$ cat src/rtl/serial_adder_pkg.sv
// Shared types and constants for the bit-serial adder.
package serial_adder_pkg;

    typedef enum logic [1:0] {
        IDLE = 2'd0,
        RUN  = 2'd1,
        DONE = 2'd2
    } state_t;

    localparam int DEF_WIDTH = 8;

endpackage

$ cat src/rtl/serial_adder_full_adder.sv
// One-bit full-adder cell used by the serial adder each RUN cycle.
module full_adder_cell (
    input  logic x,
    input  logic y,
    input  logic ci,
    output logic s,
    output logic co
);

    assign s  = x ^ y ^ ci;
    assign co = (x & y) | (ci & (x ^ y));

endmodule

$ cat src/rtl/serial_adder.sv
// Bit-serial N-bit adder: one bit per cycle, LSB first.
module serial_adder
    import serial_adder_pkg::*;
#(
    parameter int N = DEF_WIDTH
) (
    input  logic         clk,
    input  logic         rst_n,
    input  logic         start,
    input  logic [N-1:0] a,
    input  logic [N-1:0] b,
    input  logic         cin,
    output logic         busy,
    output logic         done,
    output logic [N-1:0] sum,
    output logic         cout
);

    localparam int CW = $clog2(N);
    localparam logic [CW-1:0] LAST = CW'(N - 1);

    state_t        state;
    state_t        next;
    logic [N-1:0]  op_a;
    logic [N-1:0]  op_b;
    logic [N-1:0]  psum;
    logic          carry;
    logic [CW-1:0] cnt;
    logic          bit_s;
    logic          bit_co;

    full_adder_cell u_fa (
        .x  (op_a[0]),
        .y  (op_b[0]),
        .ci (carry),
        .s  (bit_s),
        .co (bit_co)
    );

    always_ff @(posedge clk or negedge rst_n) begin
        if (!rst_n) begin
            state <= IDLE;
        end else begin
            state <= next;
        end
    end

    always_comb begin
        next = state;
        unique case (state)
            IDLE:    if (start) next = RUN;
            RUN:     if (cnt == LAST) next = DONE;
            DONE:    next = IDLE;
            default: next = IDLE;
        endcase
    end

    always_ff @(posedge clk or negedge rst_n) begin
        if (!rst_n) begin
            op_a  <= '0;
            op_b  <= '0;
            psum  <= '0;
            carry <= 1'b0;
            cnt   <= '0;
            sum   <= '0;
            cout  <= 1'b0;
        end else if (state == IDLE && start) begin
            op_a  <= a;
            op_b  <= b;
            psum  <= '0;
            carry <= cin;
            cnt   <= '0;
        end else if (state == RUN) begin
            op_a  <= op_a >> 1;
            op_b  <= op_b >> 1;
            psum  <= {bit_s, psum[N-1:1]};
            carry <= bit_co;
            cnt   <= cnt + CW'(1);
            // Last bit: publish the finished word together with its carry.
            if (cnt == LAST) begin
                sum  <= {bit_s, psum[N-1:1]};
                cout <= bit_co;
            end
        end
    end

    assign busy = (state != IDLE);
    assign done = (state == DONE);

endmodule

$ cat config.mk
export PLATFORM = sky130hd
export DESIGN_NAME = serial_adder
export DESIGN_NICKNAME = d
export VERILOG_FILES = /design/src/rtl/serial_adder_pkg.sv /design/src/rtl/serial_adder_full_adder.sv /design/src/rtl/serial_adder.sv
export SDC_FILE = /design/constraint.sdc
export NUM_CORES = 1
export LEC_CHECK = 0
export BUFFER_PORTS_ARGS = -buffer_cell sky130_fd_sc_hd__buf_2
export CELL_PAD_IN_SITES_DETAIL_PLACEMENT = 0
export CELL_PAD_IN_SITES_GLOBAL_PLACEMENT = 1
export CORE_MARGIN = 3
export CORE_UTILIZATION = 35
export CTS_CLUSTER_DIAMETER = 200
export DETAILED_ROUTE_END_ITERATION = 10
export PLACE_DENSITY = 0.61
export REMOVE_ABC_BUFFERS = 1
export SYNTH_ARGS = -nofsm -noshare
export SYNTH_HDL_FRONTEND = slang
export SYNTH_HIERARCHICAL = 1
export SYNTH_SLANG_ARGS = --single-unit
$ cat constraint.sdc
create_clock -name clk -period 1.6 [get_ports clk]
set_input_delay 0.32 -clock clk [delete_from_list [all_inputs] [get_ports clk]]
set_output_delay 0.32 -clock clk [all_outputs]
set_load 0.05 [all_outputs]
# --- Yosys cells after proc, flatten, opt, wreduce, memory -nomap -nowiden ---
# Cells that the tools add are included.
# W data, S select, Z words.
op_classes:
  shifts: 0
  n_addsub: 1
  n_eq_ne: 5
  bitwise_logic: 6
  n_reduce_logical: 6
  n_mux: 13
  n_lt_le_gt_ge: 0
  n_div: 0
  mul: 0
ops:
  columns: ["op", "n"]
  rows:
  - ["$mux W8", 6]
  - ["$mux W3", 2]
  - ["$mux W2", 2]
  - ["$pmux W2 S2", 1]
  - ["$reduce_bool A2 Y1", 2]
  - ["$add A3 B1 Y3 const B", 1]
  - ["$eq A3 B3 Y1 const B", 1]
  - ["$reduce_and A3 Y1", 1]
  - ["$and A1 B1 Y1", 2]
  - ["$eq A2 B1 Y1 const B", 1]
  - ["$eq A2 B2 Y1 const B", 1]
  - ["$logic_not A2 Y1", 1]
  - ["$mux W1", 2]
  - ["$ne A2 B1 Y1 const B", 1]
  - ["$ne A2 B2 Y1 const B", 1]
  - ["$reduce_and A2 Y1", 1]
  - ["$xor A1 B1 Y1", 2]
  - ["$logic_and A1 B1 Y1", 1]
  - ["$not A1 Y1", 1]
  - ["$or A1 B1 Y1", 1]
word_totals:
  mem_count: 0
  mem_bits_rw: 0
  mem_bits_ro: 0
  word_cells: 39
  latch_bits: 0
  in_bits: 20
  regBits: 39
  out_inout_bits: 11

# --- Longest topological paths before layout ---
# Gate-level depths: netlist (run 1).
logic_depth:
  ltp_word: 5
  ltp_mapped: 5
  ltp_nobuf: 4

# --- Hierarchy ---
# The synthesis (run 1) kept the hierarchy.
by_module_without_submodules:
  columns: ["mod", "area_per_inst_um2", "seq_area_each_um2", "cells_each", "n_inst"]
  rows:
  - ["serial_adder", 1704.1, 950.9, 144, 1]
  - ["full_adder_cell", 20.0, 0.0, 1, 1]

# --- Least setup slack after synthesis (run 1) ---
# OpenSTA, ideal clock, no wires.
synth_timing:
  kind: "reg-to-output"
  startpoint: "register state[1]"
  endpoint: "output port done"
  n_path_buf: 2
  required_time_ps: 1280
  path_stages_with_launch: 4
  path_slack_ps: -218
  arrival_time_ps: 1498
  cell_sequence: "dfrtp_1 buf_2 clkbuf_1 nor2b_1"
synth_between:
  elab_chain_cells: 1
synth_rtl:
  columns: ["item", "line", "text"]
  rows:
  - ["start: declaration", "serial_adder.sv:22", "state_t state;"]
  - ["start signal: assignment", "serial_adder.sv:44", "state <= next;"]
  - ["$eq A2 B2 Y1", "serial_adder.sv:88", "assign done = (state == DONE);"]
  - ["end: declaration", "serial_adder.sv:14", "output logic done,"]
# Every way passes these cells.

# --- Worst setup path in the final report (run 1) ---
layout_timing:
  startpoint: "register state[1]"
  endpoint: "output port busy"
layout_between:
  elab_chain_cells: 1
layout_rtl:
  columns: ["item", "line", "text"]
  rows:
  - ["$reduce_bool A2 Y1", "serial_adder.sv:87", "assign busy = (state != IDLE);"]
  - ["end: declaration", "serial_adder.sv:13", "output logic busy,"]
# Every way passes these cells.

==> results of run 1 <==
-- cell usage in the layout (no fill, tap or decap) --
cell type / count
nand2_4: 1
nor2b_1: 2
o21ai_1: 2
or2_1: 1
buf_4: 10
a22o_1: 11
ha_1: 2
o21bai_2: 1
dlygate4sd3_1: 1
dfrtp_1: 36
fa_1: 1
o32ai_1: 1
clkinv_2: 2
nor2b_4: 1
nor3b_1: 12
nor2_1: 14
a221o_1: 2
a21oi_1: 1
o21ba_2: 1
buf_2: 30
dfrtp_2: 2
inv_2: 1
clkbuf_8: 5
nor3_2: 10
bufinv_16: 1
o21ai_0: 1
nand2_1: 3
nand2b_1: 4
nor3_1: 16
mux2_1: 9
clkbuf_4: 1
-- power by group --
group | switching (mW) | internal, mW
logic | 1.09 | 0.761
clock network | 0.332 | 0.459
registers | 0.293 | 1.40
total | 1.72 | 2.62
-- worst max path at each step --
| stage | end | from | slack [ps] |
|---|---|---|---|
| global placement | sum[0] | cnt[0] | 210 |
| floorplan | done | state[1] | -360 |
| detailed placement | sum[0] | cnt[0] | 170 |
| global route | busy | state[1] | 0.2 |
| CTS | busy | state[0] | 20 |
| finish | busy | state[1] | 60 |
-- repair_timing --
item / CTS / global route
resized for setup: 2 / 1
endpoints found under the hold margin: 14 / 0
hold buffers: 1 / 0
buffers inserted: 0 / 2
setup endpoints to repair: 2 / 2
-- metrics by stage --
step	cells	area, sq um	worst slack (ps)	power (mW)
floorplan	135	1670	-365	3.01
CTS	248	2090	22.9	4.37
detailed placement	239	1970	169	3.56
global placement	239	1970	205	3.48
global route	250	2110	0.170	4.66
finish	250	2110	62.9	4.34
-- layout make-up --
cell class | count | area (sq um)
timing repair buffer | 42 | 243
fill | 437 | 2460
tap | 65 | 81.3
inverter | 1 | 3.75
clock inverter | 3 | 40.0
clock buffer | 5 | 68.8
multi-input combinational | 96 | 716
sequential | 38 | 953
-- registers in the layout, summed over array words and instances (netlist names) --
signal,cells
cnt,3
op_a,8
carry,1
psum,7
cout,1
op_b,8
state,2
sum,8
-- kinds of logic (layout without fill, tap and decap cells) --
group                      after synthesis  count (layout)  synth area share
AOI/OAI and AO/OA                       20              20            0.0965
adders and majority gates                3               3            0.0261
buffers and inverters                   11              51            0.0334
DFF                                     38              38             0.552
muxes                                    9               9            0.0588
and+or+nand+nor                         64              64             0.234
-- layer usage --
| layer | routed length [um] | share of wire | track usage |
|---|---|---|---|
| met3 | 166 | 0.046 | 0.0473 |
| met1 | 1710 | 0.48 | 0.183 |
| met2 | 1690 | 0.47 | 0.210 |
| met5 | 0 | 0 | 0 |
| met4 | 21 | 0.0058 | 0.0435 |
==> reports/metrics.cfg, run 1 <==
[worst_setup_path]
critPathKind=reg -> out
cp-start-kind=register
cp_slowest_cell=dfrtp_2
max_stage_delay_ps=490
rrSetupSlack_ps=150
rr_worst_depth=4
crit_buf_inv=1
rr_endpoint=sum[0]
worstPathRequired_ps=1280
rr_startpoint=cnt[0]
crit_fanout=10
worstSetupPathDepth=2
end_kind=output port
crit_chain=or2_1, buf_2
arrival_ps=1220
path_delay_family=flip-flops

[routing]
vias=1219
drcViolationCount=0
drtAntennaViolNets=0
wl_um=3590
drt_iter0_markers=31
wl_per_cell_um=14.4
firstDrtPassIters=6
via_per_inst=4.88

[cells_and_area]
insertedDiodeCount=0
layout.nets=207
synthToLayoutAreaGrowth_pct=22.1
utilization=0.461
layout-drive-gt1-share=0.357

[clocking]
clock_latency_ps=290
path_clk_slew_ps=70
cts_tree=done
numCtsBuffers=5
clockBufferDepth=2
clock-sinks=38
htree_num_levels=2
clockRootBuffer=clkbuf_8

[yosys]
synth_cell_type_count=27
synth_most_common_cell=dfrtp_1
synth.top_cells.by_count=38 x dfrtp_1, 16 x nor3_1, 14 x nor2_1
ys.flop_type=dfrtp_1
synth_edf_count=0
yosys.area.top_type=dfrtp_1
syn_area_sq_um=1720
synth_area_leaders=dfrtp_1 55%, mux2_1 5.9%, nor3_2 5.8%, a22o_1 5.6%, nor3b_1 5.2%
yosysSeqAreaShare=0.552
yosysWarningCount=6
ys_ff_latch=38
synth_cells=145
netlist.area_leader.share=0.552
synth_area_per_cell_sq_um=11.9
async_flop_share=1.00

[worst_hold_path]
hold_path.class=in -> reg
worst_hold_path.endpoint=op_a[7]
min_from=a[7]
holdPathStages=2

[die]
design.die.area_sq_um=5800
fp-row-count=24
start_util=0.378
coreArea_sq_um=4560
die_width_um=76.2
die_h_um=76.2
pin_count=31

[timing]
fmax_mhz=651
finalSetupTns_ps=0
fin_skew_ps=8.76
finalCriticalPeriod_ps=1540
worst-slew-pin-transition_ps=363
hold_ws_ps=259
rsz0062_at_grt=false
period_share=0.961
drv_slew=0
slew_headroom=0.758
finalSetupViolations=0
hold_viol_final=0

[place]
post-dp-hpwl_um=2560
gp_congestion=0.757
numPortBuffers=30

[pwr]
power_density_nw_per_um2=2060
vdd_drop_max_mv=0.647
p_leak_nw=1.01

[grt]
grt_overflow=0
grt_pass1_vias=1289
grt_max_degree=19
gr-usage-all-layers=0.137
antenna_found_initial=0
grt_pass1_wl_um=6370

[run]
cap_violations=0

[status]
outcome=finished clean

Note: power is estimated with default switching activity, not from simulation.
==> inputs of run 2 (changes only) <==
clock period = 1.65 ns   (was 1.6 ns; I/O delays follow)
==> run 2 against run 1 <==
Net effect:
- final cell count down 0.80%
- clock power about the same
- global-route usage about the same
- core utilization down 0.22 points
- hold slack worse by 2.1 ps
- highest routed layer unchanged
- register-to-register slack better by 60 ps
- sequential share of layout area up 0.22 points
- clock skew down 1.8 ps
- cell area down 0.48%
- setup slack better by 14 ps
- power down 3.1%
- via count up 0.98%
==> reports/metrics.cfg, run 2 (synthesized netlist as in run 1, its figures left out) <==
[worst_setup_path]
crit_fanout=12
end_kind=output port
rr_worst_depth=4
crit_chain=or2_1, buf_2
worstPathRequired_ps=1320
max_stage_delay_ps=500
cp-start-kind=register
cp_slowest_cell=dfrtp_2
critPathKind=reg -> out
arrival_ps=1240
crit_start=state[0]
rr_endpoint=sum[0]
rrSetupSlack_ps=210
rr_startpoint=cnt[0]
crit_path_end=busy

[timing]
hold_ws_ps=256
rsz0062_at_grt=false
period_share=0.954
fin_skew_ps=7.00
finalSetupViolations=0
drv_slew=0
finalCriticalPeriod_ps=1570
worst_slack_ps=76.6
slew_headroom=0.808
hold_viol_final=0
worst-slew-pin-transition_ps=287
fmax_mhz=636

[grt]
grt_max_degree=17
antenna_found_initial=0
gr-usage-all-layers=0.137
grt_pass1_wl_um=6240
grt_pass1_vias=1287
grt_overflow=0

[clocking]
clock_latency_ps=290
path_clk_slew_ps=80
cts_tree=done
clockRootBuffer=clkbuf_8
postCtsSetupRepairBufs=0
numCtsBuffers=5
clock-sinks=38
htree_num_levels=2
clockBufferDepth=2

[die]
design.die.area_sq_um=5800
start_util=0.378
die_h_um=76.2
coreArea_sq_um=4560
fp-row-count=24
pin_count=31
die_width_um=76.2

[worst_hold_path]
hold_path.class=in -> reg

[pwr]
vdd_drop_max_mv=0.818
p_comb_frac=0.421
pwr-share-clk=0.187
switching_share=0.397
p_leak_nw=0.993
pwr-share-seq=0.392
power.total_mw=4.21
power.switching_mw=1.67
p_int_mw=2.54
power_density_nw_per_um2=2010

[routing]
firstDrtPassIters=4
wl_um=3570
vias=1231
wl_per_cell_um=14.4
drcViolationCount=0
via_per_inst=4.96
drtAntennaViolNets=0
drt_iter0_markers=38

[place]
numPlacedInstances=239
place_ws_ps=207
gp_congestion=0.748
post-dp-hpwl_um=2550
numPortBuffers=30

[status]
outcome=finished clean

[cells_and_area]
final_cells=248
synthToLayoutAreaGrowth_pct=21.6
utilization=0.459
top_regs=op_a x8, op_b x8, sum x8
layout-drive-gt1-share=0.350
layout.nets=205
insertedDiodeCount=0
layout_common_cells=36 x dfrtp_1, 30 x buf_2, 16 x nor3_1, 14 x nor2_1, 12 x nor3b_1
final_common_cell=dfrtp_1

[run]
cap_violations=0

## run 2: cell types whose count changed in the layout (fill, tap and decap cells not counted)
cell,change
clkinvlp_4,+2
buf_4,-1
clkbuf_4,-1
clkinv_2,-2
## run 2: repair_timing
action,4_1_cts,5_1_grt
endpoints found under the hold margin,9,0
resized for setup,1,1
endpoints found under the setup margin,1,2
pin swaps,0,0
hold buffers,1,0
## run 2: area by class of cell
cell class / count / area, sq um
timing repair buffer: 40 / 228
tap: 65 / 81.3
clock buffer: 5 / 68.8
multi-input combinational: 96 / 716
clock inverter: 3 / 45.0
inverter: 1 / 3.75
sequential: 38 / 953
fill: 452 / 2470
## run 2: worst min path at each step
stage,cells past startpoint,from,slack [ps],end
floorplan,0,rst_n,30,carry
global placement,1,rst_n,200,carry
detailed placement,1,rst_n,210,carry
CTS,2,a[7],240,op_a[7]
global route,2,a[7],250,op_a[7]
finish,2,a[7],260,op_a[7]
## run 2: power groups by stage
| stage | clock network (mW) | logic, mW | registers (mW) |
|---|---|---|---|
| 2_1_floorplan | 0 | 0.931 | 1.99 |
| 3_3_place_gp | 0 | 1.73 | 1.64 |
| 3_5_place_dp | 0 | 1.79 | 1.67 |
| 4_1_cts | 0.825 | 1.81 | 1.65 |
| 5_1_grt | 0.852 | 1.95 | 1.72 |
| 6_report | 0.789 | 1.77 | 1.65 |
## run 2: critical path, delay by kind of cell (launching register included)
family	cells	cell delay, ps
simple gates	1	250
flops	1	500
buf+inv	1	210
## run 2: metrics by stage
stage / TNS, ps / area (sq um)
6_report: 0 / 2100
5_1_grt: 0 / 2100
4_1_cts: 0 / 2090
3_5_place_dp: 0 / 1970
3_3_place_gp: 0 / 1970
2_1_floorplan: -325 / 1670
## run 2: per-layer routing
metal,vias up,part of all wire,GRT usage
li1,587,-,-
met1,611,0.46,0.170
met2,27,0.48,0.218
met3,6,0.041,0.0402
met4,0,0.022,0.0652
met5,-,0,0
